--- config.mk ---
export PLATFORM = sky130hd
export DESIGN_NAME = i2c_cmos
export DESIGN_NICKNAME = d
export VERILOG_FILES = /design/src/rtl/i2c_cmos_pkg.sv /design/src/rtl/i2c_cmos_ram.sv /design/src/rtl/i2c_cmos.sv
export SDC_FILE = /design/constraint.sdc
export NUM_CORES = 2
export LEC_CHECK = 0
export CORE_MARGIN = 2
export CORE_UTILIZATION = 48
export CTS_BUF_LIST = sky130_fd_sc_hd__clkbuf_4 sky130_fd_sc_hd__clkbuf_8
export CTS_CLUSTER_DIAMETER = 120
export DETAILED_ROUTE_END_ITERATION = 16
export PLACE_DENSITY = 0.65
export SLEW_MARGIN = 20
export SYNTH_ARGS = -nofsm -noshare
export SYNTH_HDL_FRONTEND = slang
export SYNTH_SLANG_ARGS = --single-unit
--- constraint.sdc ---
create_clock -name clkcpu -period 2.7 [get_ports clkcpu]
set_input_delay 0.405 -clock clkcpu [delete_from_list [all_inputs] [get_ports clkcpu]]
set_output_delay 0.405 -clock clkcpu [all_outputs]
set_load 0.03 [all_outputs]
--- src/rtl/i2c_cmos_pkg.sv ---
// Shared types and constants for the PCF8583 CMOS RAM I2C responder.
package i2c_cmos_pkg;

  typedef enum logic [3:0] {
    IDLE,
    ADDR,
    ACK_A,
    WORD,
    ACK_W,
    WDATA,
    ACK_D,
    RDATA,
    RACK
  } state_t;

  localparam logic [6:0] PCF8583_ADDR = 7'b1010000;
  localparam int         RAM_AW       = 8;
  localparam int         RAM_DEPTH    = 1 << RAM_AW;

endpackage

--- src/rtl/i2c_cmos_ram.sv ---
// 256x8 dual-port CMOS RAM: port A serves the I2C FSM, port B the host.
// Registered read on both ports; the host write wins a same-address collision.
module cmos_ram
  import i2c_cmos_pkg::*;
(
  input  logic              clk,
  input  logic              rst_n,
  input  logic [RAM_AW-1:0] addr_a,
  input  logic [7:0]        din_a,
  input  logic              we_a,
  output logic [7:0]        dout_a,
  input  logic [RAM_AW-1:0] addr_b,
  input  logic [7:0]        din_b,
  input  logic              we_b,
  output logic [7:0]        dout_b
);

  logic [7:0] mem [RAM_DEPTH];
  logic       drop_a;

  assign drop_a = we_b && (addr_a == addr_b);

  // Contents are battery-backed, so the array itself is never reset.
  always_ff @(posedge clk) begin
    if (we_a && !drop_a) mem[addr_a] <= din_a;
    if (we_b)            mem[addr_b] <= din_b;
  end

  always_ff @(posedge clk) begin
    dout_a <= mem[addr_a];
  end

  always_ff @(posedge clk) begin
    if (!rst_n) dout_b <= 8'h00;
    else        dout_b <= mem[addr_b];
  end

endmodule

--- src/rtl/i2c_cmos.sv ---
// PCF8583 CMOS RAM responder on the IOC bit-banged I2C bus, with a host
// load/save port into the same RAM.
module i2c_cmos
  import i2c_cmos_pkg::*;
#(
  parameter logic [6:0] DEV_ADDR = PCF8583_ADDR
) (
  input  logic       clkcpu,
  input  logic       rst_n,
  input  logic       scl_i,
  input  logic       sda_i,
  output logic       sda_o,
  input  logic [7:0] host_addr,
  input  logic [7:0] host_din,
  input  logic       host_we,
  output logic [7:0] host_dout,
  output logic       busy_o,
  output state_t     fsm_state,
  output logic [7:0] pointer
);

  // [0] first sync stage, [1] synchronized value, [2] previous sample
  logic [2:0] scl_sh, sda_sh;
  logic       scl_rise, scl_fall, start_ev, stop_ev;

  state_t     state, state_n;
  logic [3:0] bit_cnt, cnt_n;
  logic [7:0] shreg, sh_n;
  logic [7:0] ptr, ptr_n;
  logic       sda_q, sda_n;
  logic       busy_q, busy_n;
  logic       ram_we;
  logic [7:0] ram_rdata;

  always_ff @(posedge clkcpu) begin
    if (!rst_n) begin
      scl_sh <= 3'b111;
      sda_sh <= 3'b111;
    end else begin
      scl_sh <= {scl_sh[1:0], scl_i};
      sda_sh <= {sda_sh[1:0], sda_i};
    end
  end

  assign scl_rise = scl_sh[1] & ~scl_sh[2];
  assign scl_fall = ~scl_sh[1] & scl_sh[2];
  assign start_ev = scl_sh[1] & scl_sh[2] & sda_sh[2] & ~sda_sh[1];
  assign stop_ev  = scl_sh[1] & scl_sh[2] & ~sda_sh[2] & sda_sh[1];

  always_ff @(posedge clkcpu) begin
    if (!rst_n) begin
      state   <= IDLE;
      bit_cnt <= 4'd0;
      shreg   <= 8'h00;
      ptr     <= 8'h00;
      sda_q   <= 1'b1;
      busy_q  <= 1'b0;
    end else begin
      state   <= state_n;
      bit_cnt <= cnt_n;
      shreg   <= sh_n;
      ptr     <= ptr_n;
      sda_q   <= sda_n;
      busy_q  <= busy_n;
    end
  end

  // SCL edges are handled before START/STOP so a simultaneous SDA change is ignored.
  always_comb begin
    state_n = state;
    cnt_n   = bit_cnt;
    sh_n    = shreg;
    ptr_n   = ptr;
    sda_n   = sda_q;
    busy_n  = busy_q;
    ram_we  = 1'b0;
    if (scl_rise) begin
      case (state)
        ADDR, WORD, WDATA: begin
          if (bit_cnt < 4'd8) begin
            sh_n  = {shreg[6:0], sda_sh[1]};
            cnt_n = bit_cnt + 4'd1;
          end
        end
        RDATA: cnt_n = bit_cnt + 4'd1;
        RACK: begin
          if (bit_cnt == 4'd8) begin
            if (!sda_sh[1]) begin
              ptr_n = ptr + 8'd1;
              cnt_n = 4'd9;
            end else begin
              state_n = IDLE;
            end
          end
        end
        default: ;
      endcase
    end else if (scl_fall) begin
      case (state)
        ADDR: begin
          if (bit_cnt == 4'd8) begin
            cnt_n = 4'd0;
            if (shreg[7:1] == DEV_ADDR) begin
              state_n = ACK_A;
              sda_n   = 1'b0;
            end else begin
              state_n = IDLE;
            end
          end
        end
        ACK_A: begin
          cnt_n = 4'd0;
          if (shreg[0]) begin
            state_n = RDATA;
            sh_n    = ram_rdata;
            sda_n   = ram_rdata[7];
          end else begin
            state_n = WORD;
            sda_n   = 1'b1;
          end
        end
        WORD: begin
          if (bit_cnt == 4'd8) begin
            ptr_n   = shreg;
            state_n = ACK_W;
            sda_n   = 1'b0;
            cnt_n   = 4'd0;
          end
        end
        ACK_W: begin
          state_n = WDATA;
          sda_n   = 1'b1;
          cnt_n   = 4'd0;
        end
        WDATA: begin
          if (bit_cnt == 4'd8) begin
            state_n = ACK_D;
            sda_n   = 1'b0;
            cnt_n   = 4'd0;
          end
        end
        ACK_D: begin
          ram_we  = 1'b1;
          ptr_n   = ptr + 8'd1;
          state_n = WDATA;
          sda_n   = 1'b1;
          cnt_n   = 4'd0;
        end
        RDATA: begin
          if (bit_cnt == 4'd8) begin
            state_n = RACK;
            sda_n   = 1'b1;
          end else begin
            sh_n  = {shreg[6:0], 1'b0};
            sda_n = shreg[6];
          end
        end
        RACK: begin
          // bit_cnt 9 marks a master ACK; the reloaded byte is already fetched
          if (bit_cnt == 4'd9) begin
            state_n = RDATA;
            sh_n    = ram_rdata;
            sda_n   = ram_rdata[7];
            cnt_n   = 4'd0;
          end
        end
        default: ;
      endcase
    end else if (start_ev) begin
      state_n = ADDR;
      cnt_n   = 4'd0;
      sda_n   = 1'b1;
      busy_n  = 1'b1;
    end else if (stop_ev) begin
      state_n = IDLE;
      sda_n   = 1'b1;
      busy_n  = 1'b0;
    end
  end

  cmos_ram u_ram (
    .clk    (clkcpu),
    .rst_n  (rst_n),
    .addr_a (ptr),
    .din_a  (shreg),
    .we_a   (ram_we),
    .dout_a (ram_rdata),
    .addr_b (host_addr),
    .din_b  (host_din),
    .we_b   (host_we),
    .dout_b (host_dout)
  );

  assign sda_o     = sda_q;
  assign busy_o    = busy_q;
  assign fsm_state = state;
  assign pointer   = ptr;

endmodule

== Word level (Yosys, flattened, before mapping) ==
Memory sizes are Yosys's and may differ from the RTL's. A register that Yosys moved wholly into a read port is not among the register bits.
Index checks and enable logic that the tools add are counted.

* Magnitude comparators: 1
* Bitwise operators: 13
* Add/sub/neg operators: 2
* Reductions and logical operators: 22
* Multiplexer cells: 59
* Equal/unequal tests: 38

{| class="wikitable"
|+ Operator list
! operator !! count
|-
| two-way mux 8 bit || 13
|-
| two-way mux 4 bit || 20
|-
| inequality test 3 bit (second input constant) || 11
|-
| one-hot mux 4 bit (7 select lines) || 1
|-
| one-hot mux 4 bit (3 select lines) || 2
|-
| one-hot mux 8 bit (3 select lines) || 1
|-
| two-way mux 1 bit || 18
|-
| equality test 4 x 3 -> 1 bit (second input constant) || 4
|-
| one-hot mux 8 bit (2 select lines) || 1
|-
| AND reduction 7 bit || 2
|-
| equality test 4 bit (second input constant) || 3
|-
| AND reduction 6 bit || 2
|-
| AND reduction 10 bit || 1
|-
| nonzero test 3 bit || 3
|-
| adder 8 x 1 -> 8 bit (second input constant) || 1
|-
| equality test 4 x 2 -> 1 bit (second input constant) || 2
|-
| equality test 8 bit || 1
|-
| inequality test 2 bit (second input constant) || 4
|-
| inequality test 8 x 2 -> 1 bit (second input constant) || 1
|-
| AND reduction 8 bit || 1
|-
| nonzero test 4 bit || 2
|-
| AND 1 bit || 7
|-
| equality test 7 bit (second input constant) || 1
|-
| inequality test 7 x 3 -> 1 bit (second input constant) || 1
|-
| other kinds (19) || 32
|}

* RAM bits: 2,048
* Bits in registers: 32
* Memories: 1

{| class="wikitable"
|+ Memory list
! name !! words !! bits a word !! rd ports !! clocked after Yosys merged registers in !! wr ports !! line !! RTL
|-
| u_ram.mem || 256 || 8 || 2 || 2 || 2 || i2c_cmos_ram.sv:18 || <nowiki>logic [7:0] mem [RAM_DEPTH];</nowiki>
|}

== Longest topological paths before layout ==
* Word-level depth: 7
* Gate-level depth with buffers: 12
* Gate-level depth less buffers: 9

== By module ==
A second synthesis with hierarchy kept.

* Cells, all modules: 8,294
* Area, all modules: 126,003.3 um^2

{| class="wikitable"
|+ Modules (own cells, without submodules)
! module !! area an instance (um^2) !! times used !! sequential area each (um^2) !! cells each
|-
| cmos_ram || 123,841.3 || 1 || 61,819.3 || 8,028
|-
| i2c_cmos || 2,162.1 || 1 || 640.6 || 266
|}

== Worst setup path after synthesis ==
OpenSTA, ideal clock, no wires.

* Kind: register to register
* Start: reg ptr[1] (netlist: pointer[1])
* End: mem u_ram.mem[113][0] (enable)
* Arrival time: 2.790 ns
* Library setup time: 0.384 ns
* Cell stages (with the launch flop): 12
* Setup slack: -0.474 ns
* Data required time: 2.316 ns
* Cell sequence: dfxtp_1 -> buf_2 -> buf_2 -> buf_2 -> buf_2 -> buf_2 -> buf_2 -> inv_1 -> ha_1 -> nand2_1 -> clkbuf_1 -> o21ai_0

{| class="wikitable"
|+ RTL lines
! item !! line !! RTL
|-
| from (decl) || i2c_cmos.sv:29 || <nowiki>logic [7:0] ptr, ptr_n;</nowiki>
|-
| from (signal assigned) || i2c_cmos.sv:62 || <nowiki>ptr <= ptr_n;</nowiki>
|-
| to (decl) || i2c_cmos_ram.sv:18 ||
|}

==> flow_metrics.py <==
metrics = {
    "sta": {
        "slew_headroom_pct": 10.4,
        "period_share_pct": 118,
        "slew_violations": 0,
        "rsz0062_at_grt": "yes",
        "fmax_mhz": 315,
        "setup_ws_ns": -0.478,
        "final-setup-viol-count": 1765,
        "hold_violations": 0,
        "whs_ns": 0.0632,
        "worst_pin_slew_ns": 1.34,
        "fin_crit_ns": 3.18,
        "skew_ns": 0.0895,
        "tns_ns": -223.76,
    },
    "logic_synthesis": {
        "ys_types": 80,
        "yosys_warnings": 0,
        "synthFlopType": "edfxtp_1",
        "synth_seq_area_share_pct": 49.7,
        "syn_inst": 8481,
        "synth_edf_count": 2048,
        "ys_ff_latch": 2096,
        "async_flop_share_pct": 0,
        "syn_area_sq_um": 126000,
        "synth_nets": 8512,
        "syn_avg_cell_area_sq_um": 14.8,
    },
    "placed_design": {
        "place.gp.congestion": 1.06,
        "post-place-ws_ns": -1.16,
        "placed_area_sq_um": 144000,
        "dp.cells": 12688,
        "portBuffers": 42,
        "hpwl_um": 370000,
    },
    "global_route": {
        "grt_max_degree": 140,
        "grt_usage_pct": 39.0,
        "grt_pass1_vias": 91518,
        "grt_overflow_total": 0,
        "grt_pass1_wl_um": 726000,
        "antenna_found_initial": 41,
    },
    "die": {
        "die_w_um": 516,
        "ioPinCount": 43,
        "die_area_sq_um": 266000,
        "rows": 187,
        "initial_core_util_pct": 48.3,
        "coreArea_sq_um": 260000,
        "die_y_um": 516,
    },
    "outcome": {
        "status": "finished, violations left",
        "violations": "negative setup slack",
    },
    "final_layout": {
        "area_growth_pct": 23.1,
        "nNetsFinal": 9745,
        "drive_gt1_share_pct": 56.5,
        "fin_area_sq_um": 155000,
        "fin_cells": 13524,
        "post-route-util_pct": 59.5,
    },
    "pwr": {
        "p_leak_nw": 55.0,
        "switching_share_pct": 25.1,
        "clockPowerShare_pct": 43.3,
        "seqPwrFrac_pct": 49.5,
        "power_mw": 71.3,
        "power.internal_mw": 53.4,
        "p_sw_mw": 17.9,
        "power_frac_comb_pct": 7.2,
        "ir_drop_uv": 406,
        "power_density_nw_per_um2": 461,
    },
    "critical_path": {
        "criticalPathCategory": "register to register",
        "worstPathMaxFanout": 12,
        "cp-end-kind": "register",
        "crit_required_ns": 3.68,
        "cp-start-kind": "register",
        "arrival_ns": 4.16,
    },
    "clocking": {
        "cts_buffers": 375,
        "h-tree-depth": 5,
        "clk_pin_slew_ns": 0.06,
        "cts-root-buf": "clkbuf_8",
        "cts_tree": "done",
        "cts_buffer_depth": 4,
        "clk-insertion-delay-late_ns": 1.14,
        "cts_sinks": 2096,
    },
    "route": {
        "ant_nets": 0,
        "first_pass_iters": 8,
        "routed_via_density": 7.03,
        "vias": 95109,
        "drt_wl_total_um": 529000,
        "first_iter_violations": 15226,
        "remaining_drc_errors": 0,
        "wire_per_inst_um": 39.1,
    },
    "job": {
        "cap_violations": 0,
    },
    "worst_hold_path": {
        "hold_path_class": "input pin to register",
    },
}
[cell usage after synthesis (40+ instances only)]
cell / number / area [sq um]
edfxtp_1: 2048 / 61500
mux2_2: 1871 / 21100
mux4_2: 955 / 21500
clkbuf_1: 670 / 2510
nand2_1: 419 / 1570
mux2i_1: 395 / 3950
o21ai_0: 357 / 1790
o22ai_1: 271 / 1700
buf_2: 149 / 746
nor2_1: 145 / 544
a22oi_1: 136 / 1020
nor2_2: 132 / 826
nand3_1: 125 / 626
a21oi_1: 89 / 445
buf_4: 84 / 631
buf_1: 49 / 184
dfxtp_1: 48 / 961
nor3_1: 40 / 200
[sequential cells by signal (all words and copies together) (netlist names)]
signal	flops
sda_sh	3
sda_o	1
u_ram.dout_b	8
pointer	8
scl_sh	3
u_ram.dout_a	8
u_ram.mem	2048
bit_cnt	4
fsm_state	4
shreg	8
busy_o	1
[power groups by stage]
stage | clock, mW | combinational, mW | sequential (mW)
after floorplan | 0 | 2.31 | 36.0
after global placement | 0 | 4.83 | 36.0
after detailed placement | 0 | 4.85 | 36.0
after CTS | 30.9 | 4.90 | 35.3
after global routing | 32.2 | 5.14 | 35.3
final | 30.8 | 5.13 | 35.3
[placed cells by master (no fill, tap or decap), types with 138 or more instances in the layout]
master | Yosys | layout
nand2_1 | 419 | 411
mux2i_1 | 395 | 387
buf_12 | 0 | 383
buf_4 | 84 | 1336
mux4_2 | 955 | 955
o21ai_0 | 357 | 301
edfxtp_1 | 2048 | 2048
o22ai_1 | 271 | 171
mux2_2 | 1871 | 1869
nor2_1 | 145 | 138
clkbuf_8 | 0 | 388
[routing by layer]
layer | share of wire (%) | vias to the layer above | global-route usage (%)
met5 | 0.044 | - | 0
met4 | 7.2 | 30 | 23.1
met3 | 14 | 1540 | 11.9
met2 | 44 | 7565 | 57.5
met1 | 36 | 48979 | 50.7
li1 | - | 36995 | -
[critical path: stages (launching register included)]
cell and delay [ns]:
dfxtp_4 0.42, buf_4 0.15, buf_16 0.19, mux4_2 0.62, mux4_2 0.59, nand2_4 0.19, nand4_1 0.25, nor4_2 0.34
buf_4 0.19, o221ai_2 0.09
[cell type report]
class,count,area [sq um]
fill,19845,105000
sequential,2096,62500
multi-input combinational,5382,60800
timing repair buffer,1837,19400
clock buffer,507,6230
tap,3496,4370
clock inverter,168,1190
inverter,22,87.6
antenna,16,40.0
[kinds of logic (layout without fill, tap and decap cells)]
kind of cell | after synthesis | in the layout | share of synthesized area, %
AOI/OAI and AO/OA | 1076 | 1076 | 5.38
other | 0 | 16 | 0
and+or+nand+nor | 1066 | 1066 | 4.10
muxes | 3221 | 3221 | 37.0
buffers and inverters | 1003 | 2534 | 3.57
xor gates and xnor gates | 9 | 9 | 0.0628
DFF | 2096 | 2096 | 49.7
adders and majority gates | 10 | 10 | 0.0996
[what timing repair did]
action                                 4_1_cts  5_1_grt
resized for setup                          143      190
hold buffers                                 7        0
endpoints found under the hold margin      148        0
cloned                                       2        9
setup buffers                               32       96
setup endpoints to repair                 1969     2066
pin swaps                                   13       33
[final timing paths]
path	to	cells after the start	slack, ns	startpoint
min reg2reg	scl_sh[1]	1	0.42	scl_sh[0]
max reg2reg	u_ram.dout_a[3]	9	-0.48	pointer[0]
max	u_ram.dout_a[3]	9	-0.48	pointer[0]
min	u_ram.mem[182][2]	2	0.06	host_din[2]
Power figures use the tool's default switching activity.
